### src/rtl/wb_pkg.sv
// Shared types and load encodings for the writeback retirement queue.
// Entry layout is fixed to a 32-bit datapath with 5-bit register addresses.
package wb_pkg;

    localparam int WB_XLEN   = 32;
    localparam int WB_REG_AW = 5;

    localparam logic [2:0] F3_LB  = 3'b000;
    localparam logic [2:0] F3_LH  = 3'b001;
    localparam logic [2:0] F3_LW  = 3'b010;
    localparam logic [2:0] F3_LBU = 3'b100;
    localparam logic [2:0] F3_LHU = 3'b101;

    typedef struct packed {
        logic [WB_REG_AW-1:0] rd;
        logic [WB_XLEN-1:0]   data;
        logic                 is_load;
        logic [2:0]           funct3;
        logic [1:0]           addr_lo;
        logic                 done;
    } wb_entry_t;

    // Undefined funct3 codes behave as LW, so they also need word alignment.
    function automatic logic load_misaligned(input logic [2:0] funct3, input logic [1:0] addr_lo);
        logic mis;
        case (funct3)
            F3_LB, F3_LBU: mis = 1'b0;
            F3_LH, F3_LHU: mis = addr_lo[0];
            default:       mis = (addr_lo != 2'b00);
        endcase
        return mis;
    endfunction

endpackage

### src/rtl/wb_load_align.sv
// Combinational load-data extraction: selects byte/halfword from the raw word
// and sign- or zero-extends it; also reports misalignment.
module wb_load_align
    import wb_pkg::*;
(
    input  logic [2:0]         funct3,
    input  logic [1:0]         addr_lo,
    input  logic [WB_XLEN-1:0] word,
    output logic [WB_XLEN-1:0] data,
    output logic               misalign
);

    logic [4:0]  byte_sel;
    logic [4:0]  half_sel;
    logic [7:0]  byte_val;
    logic [15:0] half_val;

    assign byte_sel = {addr_lo, 3'b000};
    assign half_sel = {addr_lo[1], 4'b0000};
    assign byte_val = word[byte_sel +: 8];
    assign half_val = word[half_sel +: 16];
    assign misalign = load_misaligned(funct3, addr_lo);

    always_comb begin
        data = word;
        case (funct3)
            F3_LB:   data = {{24{byte_val[7]}}, byte_val};
            F3_LH:   data = {{16{half_val[15]}}, half_val};
            F3_LBU:  data = {24'h000000, byte_val};
            F3_LHU:  data = {16'h0000, half_val};
            default: data = word;
        endcase
    end

endmodule

### src/rtl/wb_retire_queue.sv
// In-order writeback retirement queue: ALU results and load responses retire
// to the register-file write port strictly in program order.
module wb_retire_queue
    import wb_pkg::*;
#(
    parameter int XLEN   = 32,
    parameter int REG_AW = 5,
    parameter int DEPTH  = 4
) (
    input  logic                     clk,
    input  logic                     rst_n,
    input  logic                     in_valid,
    output logic                     in_ready,
    input  logic                     in_is_load,
    input  logic [REG_AW-1:0]        in_rd,
    input  logic [XLEN-1:0]          in_data,
    input  logic [2:0]               in_funct3,
    input  logic [1:0]               in_addr_lo,
    input  logic                     mem_done,
    input  logic [XLEN-1:0]          mem_rdata,
    output logic                     wb_en,
    output logic [REG_AW-1:0]        wb_rd,
    output logic [XLEN-1:0]          wb_data,
    output logic [$clog2(DEPTH):0]   count,
    output logic                     err_unexp_rsp,
    output logic                     err_misalign
);

    localparam int PW = $clog2(DEPTH);
    localparam int CW = PW + 1;

    wb_entry_t         q [DEPTH];
    wb_entry_t         head_e;
    logic [PW-1:0]     head;
    logic [PW-1:0]     tail;
    logic [PW-1:0]     ld_ptr;
    logic [PW-1:0]     ld_ptr_nx;
    logic [PW-1:0]     off_ld;
    logic [PW-1:0]     nxt_idx;
    logic              ld_valid;
    logic              ld_valid_nx;
    logic              nxt_found;
    logic              enq;
    logic              deq;
    logic              rsp_hit;
    logic [XLEN-1:0]   ld_data;
    logic              ld_mis;

    assign in_ready = (count < CW'(DEPTH));
    assign enq      = in_valid && in_ready;
    assign head_e   = q[head];
    assign deq      = (count != '0) && head_e.done;
    assign rsp_hit  = mem_done && ld_valid;

    wb_load_align u_align (
        .funct3   (head_e.funct3),
        .addr_lo  (head_e.addr_lo),
        .word     (head_e.data),
        .data     (ld_data),
        .misalign (ld_mis)
    );

    // Loads are answered oldest-first, so every load younger than ld_ptr is
    // still waiting; the next target is simply the next load in age order.
    always_comb begin
        nxt_found = 1'b0;
        nxt_idx   = ld_ptr;
        off_ld    = ld_ptr - head;
        for (int j = 1; j < DEPTH; j++) begin
            if (!nxt_found && (j > int'(off_ld)) && (j < int'(count))) begin
                if (q[head + PW'(j)].is_load && !q[head + PW'(j)].done) begin
                    nxt_found = 1'b1;
                    nxt_idx   = head + PW'(j);
                end
            end
        end
    end

    always_comb begin
        ld_ptr_nx   = ld_ptr;
        ld_valid_nx = ld_valid;
        if (rsp_hit) begin
            if (nxt_found) begin
                ld_ptr_nx = nxt_idx;
            end else begin
                ld_valid_nx = 1'b0;
            end
        end
        if (enq && in_is_load && !ld_valid_nx) begin
            ld_ptr_nx   = tail;
            ld_valid_nx = 1'b1;
        end
    end

    always_ff @(posedge clk or negedge rst_n) begin
        if (!rst_n) begin
            for (int i = 0; i < DEPTH; i++) begin
                q[i] <= '0;
            end
            head          <= '0;
            tail          <= '0;
            ld_ptr        <= '0;
            ld_valid      <= 1'b0;
            count         <= '0;
            wb_en         <= 1'b0;
            wb_rd         <= '0;
            wb_data       <= '0;
            err_unexp_rsp <= 1'b0;
            err_misalign  <= 1'b0;
        end else begin
            if (enq) begin
                q[tail].rd      <= in_rd;
                q[tail].data    <= in_is_load ? '0 : in_data;
                q[tail].is_load <= in_is_load;
                q[tail].funct3  <= in_funct3;
                q[tail].addr_lo <= in_addr_lo;
                q[tail].done    <= !in_is_load;
                tail            <= tail + PW'(1);
                if (in_is_load && load_misaligned(in_funct3, in_addr_lo)) begin
                    err_misalign <= 1'b1;
                end
            end

            if (rsp_hit) begin
                q[ld_ptr].data <= mem_rdata;
                q[ld_ptr].done <= 1'b1;
            end
            if (mem_done && !ld_valid) begin
                err_unexp_rsp <= 1'b1;
            end
            ld_ptr   <= ld_ptr_nx;
            ld_valid <= ld_valid_nx;

            if (deq) begin
                head    <= head + PW'(1);
                wb_en   <= (head_e.rd != '0);
                wb_rd   <= head_e.rd;
                if (head_e.is_load) begin
                    wb_data <= ld_mis ? '0 : ld_data;
                end else begin
                    wb_data <= head_e.data;
                end
            end else begin
                wb_en <= 1'b0;
            end

            case ({enq, deq})
                2'b10:   count <= count + CW'(1);
                2'b01:   count <= count - CW'(1);
                default: count <= count;
            endcase
        end
    end

endmodule

### config.mk
export PLATFORM = sky130hd
export DESIGN_NAME = wb_retire_queue
export DESIGN_NICKNAME = d
export VERILOG_FILES = /design/src/rtl/wb_pkg.sv /design/src/rtl/wb_load_align.sv /design/src/rtl/wb_retire_queue.sv
export SDC_FILE = /design/constraint.sdc
export NUM_CORES = 1
export LEC_CHECK = 0
export BUFFER_PORTS_ARGS = -buffer_cell sky130_fd_sc_hd__clkbuf_2
export CORE_MARGIN = 5
export CORE_UTILIZATION = 50
export CTS_CLUSTER_DIAMETER = 80
export DETAILED_ROUTE_END_ITERATION = 8
export GPL_TIMING_DRIVEN = 0
export PLACE_DENSITY = 0.66
export REMOVE_ABC_BUFFERS = 1
export SLEW_MARGIN = 10
export SYNTH_ARGS = -nofsm -noshare
export SYNTH_HDL_FRONTEND = slang
export SYNTH_SLANG_ARGS = --single-unit
### constraint.sdc
create_clock -name clk -period 3.1 [get_ports clk]
set_input_delay 0.155 -clock clk [delete_from_list [all_inputs] [get_ports clk]]
set_output_delay 0.155 -clock clk [all_outputs]
set_load 0.01 [all_outputs]
# Yosys cells after proc, flatten, opt, wreduce, memory -nomap -nowiden
# Index checks and enable logic that the tools add are counted.
[totals]
ramBits = 0
out_inout_bits = 44
word_cells = 177
n_memories = 0
reg_bits = 226
inputBits = 79
latchBits = 0
rom_bits = 0
[classes]
magnitude_cmp = 15
n_mux = 65
div = 0
addsub = 7
n_reduce_logical = 40
bitwise = 6
n_eq_ne = 8
n_mul = 0
shifts = 2
[op_table]
columns = ["operator", "n"]
rows = [
  ["bitwise mux 176 bit", 8],
  ["demux 44 bit (select 2 bit)", 8],
  ["binary-select mux 44 bit (select 2 bit)", 4],
  ["2-to-1 mux 176 bit", 2],
  ["2-to-1 mux 44 bit", 3],
  ["one-hot mux 32 bit (4 select lines)", 1],
  ["2-to-1 mux 32 bit", 3],
  ["2-to-1 mux 39 bit", 2],
  ["2-to-1 mux 7 bit", 7],
  ["variable part select 32 x 6 -> 16 bit", 1],
  ["variable part select 32 x 6 -> 8 bit", 1],
  ["greater-or-equal comparator 3 bit (second input constant)", 6],
  ["2-to-1 mux 2 bit", 9],
  ["inverter 2 -> 3 bit", 6],
  ["logical AND 1 bit", 17],
  ["2-to-1 mux 1 bit", 13],
  ["equality test 3 bit (second input constant)", 4],
  ["nonzero test 2 bit", 5],
  ["logical NOT 1 bit", 8],
  ["OR reduction 2 bit", 4],
  ["equality test 3 x 1 -> 1 bit (second input constant)", 2],
  ["logical NOT 3 bit", 2],
  ["less-than comparator 2 x 3 -> 1 bit (first input constant)", 2],
  ["less-than comparator 3 x 1 -> 1 bit (second input constant)", 2],
  ["other kinds (18)", 23],
]

# Depth between registers and ports, before layout
# Gate-level depths: netlist of run 1.
[logic_depth]
depth_word = 23
depth_mapped = 11
depth_no_buf = 9

# By module
# Synthesis of run 1 repeated with hierarchy kept, for this count alone.
[hier_totals]
hier_cells = 1314
hier_area_um2 = 12294.3
[by_module_without_submodules]
columns = ["mod", "seq_area_each_um2", "cells_each", "instances", "area_per_inst_um2"]
rows = [
  ["wb_retire_queue", 5655.4, 1196, 1, 11499.8],
  ["wb_load_align", 0.0, 118, 1, 794.5],
]

# Worst setup path after synthesis of run 1
# OpenSTA, ideal clock, no wires.
[synth_path]
kind = "reg2reg"
start = "register head[1]"
end = "register count[2]"
required_time_ns = 2.974
setup_ns = 0.126
stages_incl_launch_ff = 11
slack_ns = 0.715
n_path_buf = 3
t_arrival_ns = 2.259
period_less_slack_ns = 2.385
path_cell_list = "dfrtp_1 > buf_2 > buf_4 > mux2_2 > o211ai_1 > inv_1 > clkbuf_1 > ha_1 > mux2i_1 > nor2_1 > xnor2_1"
[synth_between]
elab_chain_cells = 7
word_cells_on_any_way = 9
cone_classes = "eq/ne: 2; mux: 4; bitwise: 1; reduce/logical: 2"
[synth_rtl]
columns = ["element", "line", "source"]
rows = [
  ["start: declaration", "wb_retire_queue.sv:34", "logic [PW-1:0] head;"],
  ["start signal: assignment", "wb_retire_queue.sv:135", "head <= head + PW'(1);"],
  ["inverter 2 -> 3 bit (implied by the code) (*)", "wb_retire_queue.sv:51", "assign head_e = q[head];"],
  ["binary-select mux 44 bit (select 2 bit) (*)", "wb_retire_queue.sv:51", ""],
  ["2-to-1 mux 44 bit (implied by the code) (*) (2 in series)", "wb_retire_queue.sv:51", ""],
  ["logical AND 1 bit (*)", "wb_retire_queue.sv:52", "assign deq = (count != '0) && head_e.done;"],
  ["via deq", "wb_retire_queue.sv:44", "logic deq;"],
  ["equality test 2 x 1 -> 1 bit / equality test 2 bit (equally long branches)", "wb_retire_queue.sv:147", "case ({enq, deq})"],
  ["one-hot mux 3 bit (2 select lines) / nonzero test 2 bit (equally long branches)", "--", ""],
  ["end signal: assignment", "wb_retire_queue.sv:148", "2'b10: count <= count + CW'(1);"],
  ["end signal: assignment", "wb_retire_queue.sv:149", "2'b01: count <= count - CW'(1);"],
  ["end signal: assignment", "wb_retire_queue.sv:150", "default: count <= count;"],
  ["end: declaration", "wb_retire_queue.sv:24", "output logic [$clog2(DEPTH):0] count,"],
]
# The timed path passes the listed nets; every way through them passes the cells marked *. The select of a mux whose other input is x is not followed.
# A chain may end at the register's enable or synchronous reset.

# Final worst setup path of run 1
[layout_path]
start = "register head[1]"
end = "register wb_data[28]"
[layout_between]
elab_chain_cells = 9
word_cells_on_any_way = 18
cone_classes = "eq/ne: 3; shift: 2; mux: 7; bitwise: 1; reduce/logical: 5"
[layout_rtl]
columns = ["element", "line", "source"]
rows = [
  ["inverter 2 -> 3 bit (implied by the code) (*)", "wb_retire_queue.sv:51", ""],
  ["binary-select mux 44 bit (select 2 bit) (*)", "wb_retire_queue.sv:51", ""],
  ["2-to-1 mux 44 bit (implied by the code) (*) (2 in series)", "wb_retire_queue.sv:51", ""],
  ["branches (longest 5 deep; another with variable part select 32 x 6 -> 16 bit)", "--", ""],
  ["end signal: assignment", "wb_retire_queue.sv:139", "wb_data <= ld_mis ? '0 : ld_data;"],
  ["end signal: assignment", "wb_retire_queue.sv:141", "wb_data <= head_e.data;"],
  ["end: declaration", "wb_retire_queue.sv:23", "output logic [XLEN-1:0] wb_data,"],
]
# Mark *: on every way between the ends. The select of a mux whose other input is x is not followed.

==> run metrics, run 1 <==
type of origin of the critical path flip-flop; Layout Cells excl Fill 1,709; peak fanout along the critical path 37; Rows 56; Ys Warns 0; Initial Util 50.5%; FF-to-FF Start head[1]$_DFFE_PN0P_; vias per cell ~5.6; top cell type's share of synthesized area 47.9%; CP startpoint head[1]$_DFFE_PN0P_; boundary pin count between 100 and 150; synthesized area per cell approximately 9.6 um^2; Yosys reg bits 226; H-tree depth 1; cells after synthesis ~1,200; clk slew on worst S/H paths 0.06 ns; HPWL Detailed 19,900 um; Slew HR 27.9%; vias in the first global route roughly 9,600; worst path cell trace buf_12 -> mux4_2 -> mux2i_2 -> nor3_1 -> o2111a_2 -> buf_4 -> a21oi_1 -> o21ai_1; max_cap viols 0; Fin Hold WS roughly 0.11 ns; unrepaired setup endpoints after global routing false; Placer Congestion 0.804; Fin Setup TNS 0 ns; port buffer count between 100 and 150; Power per Cell Area 463 nW/um^2; first-pass GRT wire length 51,900 um; WL final 32,400 um; ys flop type dfrtp_1; register area share after synthesis ~48%; worst min path class input port to flip-flop; count leader, synth a21oi_1; HP Start in_data[12]; Tcrit/Tclk final 92.7%; area grow syn2layout 21.1%; worst stage delay on the critical path around 0.67 ns; proportion of layout cells with a drive suffix above 1 22.9%; post-synth cell types between 50 and 60; initial antenna violation count 0; endpoints failing setup 0; Die Area roughly 27,000 um^2; Synth top cells by count 249 x a21oi_1, 236 x nor2_1, 226 x dfrtp_1, 89 x nand2_1, 65 x o21ai_0; ANT cells 0; clock tree sinks 226; Leakage about 0.0065 uW; GR Util All Layers 24.3%; Placeable Area 23,400 um^2; Die W 164 um; Post-synth EDFFs 0; Die Span Y about 160 um; WP data arrival 3.28 ns; Max VDD drop 0.410 mV; pin count of the biggest net entering global routing 100; Detailed Route Iter0 Violations between 500 and 600; via count 9,638; Root Driver clkbuf_16; total CTS buffers 26; asr flop ratio synth 100%; WL/cell approximately 19 um; FMAX approximately 0.35 GHz; CP Class flip-flop to flip-flop; endpoints failing hold 0; Slowest cell on crit path dfrtp_4; Max Buffers Root-to-Sink 3; DRC Markers 0; DP Cell Count roughly 1,600; post-layout minimum cycle time between 2 and 3 ns; TritonCTS clock tree done; outcome finished clean; WP data required 3.51 ns; dominant cells by area after synthesis dfrtp_1 48%, a21oi_1 11%, mux4_2 8.6%; Clk Latency, worst-skew pair about 0.52 ns; fin nets 1,459; Slew Limit Fails 0; GRT overflow 0; Clock Skew between 0.006 and 0.007 ns; ANT nets after route 0; Worst setup EP type flip-flop; worst slew pin tran 1.08 ns; fin util between 60% and 70%; Pre-antenna DRT Iters 5; post-synth top area cell dfrtp_1; Syn Std Cell Area 11,800 um^2
[repair_timing]
item	4_1_cts	5_1_grt
hold buffers	44	0
cloned	1	0
buffers inserted	8	6
endpoints found under the hold margin	235	0
resized for setup	4	1
setup endpoints to repair	33	25
pin swaps	3	0
[per-layer routing]
| layer | wire length, um | GRT usage, % | share of wire [%] |
|---|---|---|---|
| met1 | 14100 | 33.2 | 44 |
| met2 | 15900 | 40.9 | 49 |
| met3 | 1570 | 3.01 | 4.8 |
| met4 | 815 | 7.59 | 2.5 |
| met5 | 0 | 0 | 0 |
[final cells by class]
| type | count | area (um^2) |
|---|---|---|
| Fill cell | 2068 | 9090 |
| Multi-Input combinational cell | 902 | 5790 |
| Sequential cell | 226 | 5660 |
| Timing Repair Buffer | 197 | 1440 |
| Clock buffer | 40 | 835 |
| Tap cell | 319 | 399 |
| Clock inverter | 8 | 115 |
| Inverter | 17 | 67.6 |
[critical path: cells and delay by family, from the launching register on]
family                 cells  cell delay [ns]
DFF                        1             0.67
and+or+nand+nor            1             0.10
AOI/OAI and AO/OA          3             0.56
muxes                      2             0.90
buffers and inverters      2             0.49
[cell families (layout without fill, tap and decap cells)]
kind of cell    count (synthesis)  count (layout)  synth area share (%)
simple gates                  394             394                  14.0
compound gates                377             377                  17.3
flops                         226             226                  47.9
mux                           113             114                  15.0
buf+inv                       109             262                  4.08
fa+ha+maj                      10              10                  1.06
xor+xnor                        7               7                 0.646
[final timing paths]
path	to	slack, ns	cells after the start
hold / removal	q[107]$_DFF_PN0_	0.11	5
setup / recovery	wb_data[28]$_DFFE_PN0P_	0.23	8
min in group asynchronous	asynchronous set/reset pin	0.19	2
hold reg to reg	wb_data[16]$_DFFE_PN0P_	0.48	2
setup reg to reg	wb_data[28]$_DFFE_PN0P_	0.23	8
max in group asynchronous	asynchronous set/reset pin	1.63	4
[report_power, final]
part / leakage, uW / switching (uW) / total, uW / internal [uW]
combinational: 0.00290 / 174 / 302 / 128
clock: 0.000476 / 1220 / 3310 / 2090
sequential: 0.00310 / 23.5 / 3010 / 2990
total: 0.00648 / 1420 / 6630 / 5210
[through the flow]
stage               setup slack [ns]  cell area, um^2  total power (uW)
detailed placement            -0.444            12800              3330
floorplan                      -2.46            11400              3140
CTS                         -0.00415            14300              6680
global route                  0.0426            14300              6850
finish                         0.227            14300              6630
global placement               -5.91            12400              3310
[placed cells by master, fill, tap and decap left out, types with 4 or more instances in the layout]
master	Yosys	routed
nand2_1	89	85
buf_4	7	20
nor2b_1	6	5
a21oi_1	249	249
dfrtp_1	226	224
a22oi_1	7	7
mux4_2	45	45
buf_16	0	5
mux2_2	51	51
nor3_1	7	6
nor2_1	236	236
nand2b_1	43	43
clkbuf_16	0	27
mux2i_1	15	14
o21ai_0	65	65
a211oi_1	7	7
clkbuf_2	0	121
clkinv_2	0	5
o21a_1	6	6
inv_1	17	16
xnor2_1	6	6
nand2_4	0	4
ha_1	10	10
o21ai_1	16	16
dlygate4sd3_1	0	44
clkbuf_8	0	12
o211ai_1	7	7
Power figures use the tool's default switching activity.
==> run 2, diff against run 1 <==
==> constraint.sdc (replaced) <==
create_clock -name clk -period 3 [get_ports clk]
set_input_delay 0.15 -clock clk [delete_from_list [all_inputs] [get_ports clk]]
set_output_delay 0.15 -clock clk [all_outputs]
set_load 0.01 [all_outputs]
==> run 2 against run 1 <==
Compared with the run above: routed wire length barely moved; setup slack got worse by 0.062 ns; die area did not move; via count down 0.38%; final cell count is essentially flat; register-to-register slack lost 0.06 ns; clock skew up 0.0036 ns; non-clock buffer count grew 1; critical path type unchanged; critical endpoint unchanged.
==> run metrics, run 2 (same netlist as run 1, synthesis figures left out) <==
WL final 32,500 um (was 32,400 um); fin worst setup slack 0.166 ns (was 0.227 ns); Overall Power 6850 uW (was 6630 uW); first-pass GRT wire length 51,900 um (about the same); Leakage 0.00648 uW (about the same); type of origin of the critical path flip-flop (unchanged); Power per Cell Area 478 nW/um^2 (was 463 nW/um^2); Slew Limit Fails 0 (unchanged); Detailed Route Iter0 Violations 673 (was 597); CP delay by family, top multiplexers (unchanged); pin count of the biggest net entering global routing 100 (unchanged); endpoints failing hold 0 (unchanged); vias per cell 5.61 (was 5.64); Placeable Area 23,400 um^2 (unchanged); initial antenna violation count 0 (unchanged); fin nets 1,460 (was 1,459); Root Driver clkbuf_16 (unchanged); vias in the first global route 9,571 (was 9,586); Die Span Y 164 um (unchanged); boundary pin count 123 (unchanged); FMAX 0.353 GHz (was 0.348 GHz); Tcrit/Tclk final 94.5% (was 92.7%); Clk Latency, worst-skew pair 0.53 ns (was 0.52 ns); Slowest cell on crit path mux4_2 (was dfrtp_4); Initial Util 50.5% (unchanged); Worst Path Buf+Inv 2 (unchanged); WL/cell 19.0 um (about the same); H-tree depth 1 (unchanged); worst path cell trace buf_12 -> mux4_2 -> mux2i_2 -> nor3_1 -> o2111a_2 -> buf_4 -> a21oi_1 -> o21ai_1 (unchanged); Pre-antenna DRT Iters 5 (unchanged); Rows 56 (unchanged); Comb power frac 4.6% (about the same); unrepaired setup endpoints after global routing false (unchanged); Post-Place Setup Slack -0.544 ns (was -0.444 ns); Placer Congestion 0.804 (unchanged); Die W 164 um (unchanged); Slew HR 28.7% (was 27.9%); commonest cells after routing, fill and taps aside 249 x a21oi_1, 236 x nor2_1, 224 x dfrtp_1, 121 x clkbuf_2, 85 x nand2_1 (unchanged); proportion of layout cells with a drive suffix above 1 23.1% (was 22.9%); switch share 21.4% (about the same); clock tree sinks 226 (unchanged); DP Cell Count 1,602 (unchanged); ANT cells 0 (unchanged); clock power share 50.0% (about the same); clk slew on worst S/H paths 0.06 ns (about the same); fillers 2,063 (was 2,068); worst stage delay on the critical path 0.61 ns (was 0.67 ns); cell internal pwr 5380 uW (was 5210 uW); CP Class flip-flop to flip-flop (unchanged); WP data required 3.41 ns (was 3.51 ns); DRC Markers 0 (unchanged); area grow syn2layout 21.3% (was 21.1%); WP data arrival 3.24 ns (was 3.28 ns); Sw Pwr 1470 uW (was 1420 uW); ANT nets after route 0 (unchanged); commonest non-fill, non-tap cell in the layout a21oi_1 (unchanged); Worst setup EP type flip-flop (unchanged); Die Area 26,800 um^2 (unchanged); port buffer count 122 (unchanged); TritonCTS clock tree done (unchanged); endpoints failing setup 0 (unchanged); Sequential Power Share 45.5% (about the same); fin util 61.2% (was 61.1%); peak fanout along the critical path 37 (unchanged); Fin Hold WS 0.106 ns (was 0.110 ns); outcome finished clean (unchanged); Layout Cells excl Fill 1,710 (was 1,709); Clock Skew 0.0100 ns (was 0.00646 ns); total CTS buffers 26 (unchanged); GR Util All Layers 24.3% (about the same); Max VDD drop 0.423 mV (was 0.410 mV); worst min path class input port to flip-flop (unchanged); max_cap viols 0 (unchanged); Max Buffers Root-to-Sink 3 (unchanged); HPWL Detailed 19,900 um (unchanged); worst slew pin tran 1.07 ns (was 1.08 ns); via count 9,601 (was 9,638); GRT overflow 0 (unchanged); post-layout minimum cycle time 2.83 ns (was 2.87 ns)
[run 2: changes by cell type in the layout (fill, tap and decap cells not counted), sizes merged]
cell,previous run,this run
buf,31,32
[run 2: power groups by stage]
stage	clock network, uW	registers (uW)	logic, uW
floorplan	0	3160	84.4
CTS	3470	3110	317
global placement	0	3170	254
detailed placement	0	3170	270
finish	3420	3110	312
global route	3610	3120	351
[run 2: timing repair]
| item | 4_1_cts | 5_1_grt |
|---|---|---|
| gates cloned | 1 | 0 |
| buffers inserted | 10 | 5 |
| resized for setup | 5 | 2 |
| endpoints found under the hold margin | 235 | 0 |
| hold buffers | 44 | 0 |
| pin swaps | 3 | 0 |
| setup endpoints to repair | 37 | 22 |
[run 2: final cells by class]
class	count	area (um^2)	area share (%)
multi-input cells	902	5800	40.5
flip-flops and latches	226	5660	39.5
repair buffers	198	1450	10.1
clock buffers	40	835	5.82
well taps	319	399	2.79
clock inverters	8	115	0.803
inverters	17	67.6	0.472
[run 2: per-layer routing]
layer | GRT usage, % | vias up | part of all wire, %
li1 | - | 4589 | -
met1 | 33.2 | 4664 | 43
met2 | 41.1 | 295 | 49
met3 | 2.81 | 53 | 5.2
met4 | 7.36 | 0 | 2.4
met5 | 0 | - | 0
[run 2: worst min-delay path: cells and delay by family]
family,cells,cell delay (ns)
AOI/OAI and AO/OA,2,0.17
and+or+nand+nor,2,0.18
buffers and inverters,1,0.08
[run 2: worst paths after layout]
path,startpoint,end,slack (ns),cells past startpoint
worst min register to register,wb_data[16]$_DFFE_PN0P_,wb_data[16]$_DFFE_PN0P_,0.48,2
max in group asynchronous,rst_n,q[10]$_DFF_PN0_,1.55,4
worst max register to register,head[1]$_DFFE_PN0P_,wb_data[28]$_DFFE_PN0P_,0.17,8
min in group asynchronous,rst_n,asynchronous set/reset pin,0.17,2
worst max-delay path,head[1]$_DFFE_PN0P_,wb_data[28]$_DFFE_PN0P_,0.17,8
worst min-delay path,in_data[12],q[107]$_DFF_PN0_,0.11,5
[run 2: metrics by stage]
| stage | TNS [ns] | cell area, um^2 |
|---|---|---|
| floorplan | -103.62 | 11400 |
| global placement | -1072.24 | 12400 |
| detailed placement | -13.84 | 12800 |
| CTS | 0 | 14300 |
| global route | 0 | 14300 |
| finish | 0 | 14300 |
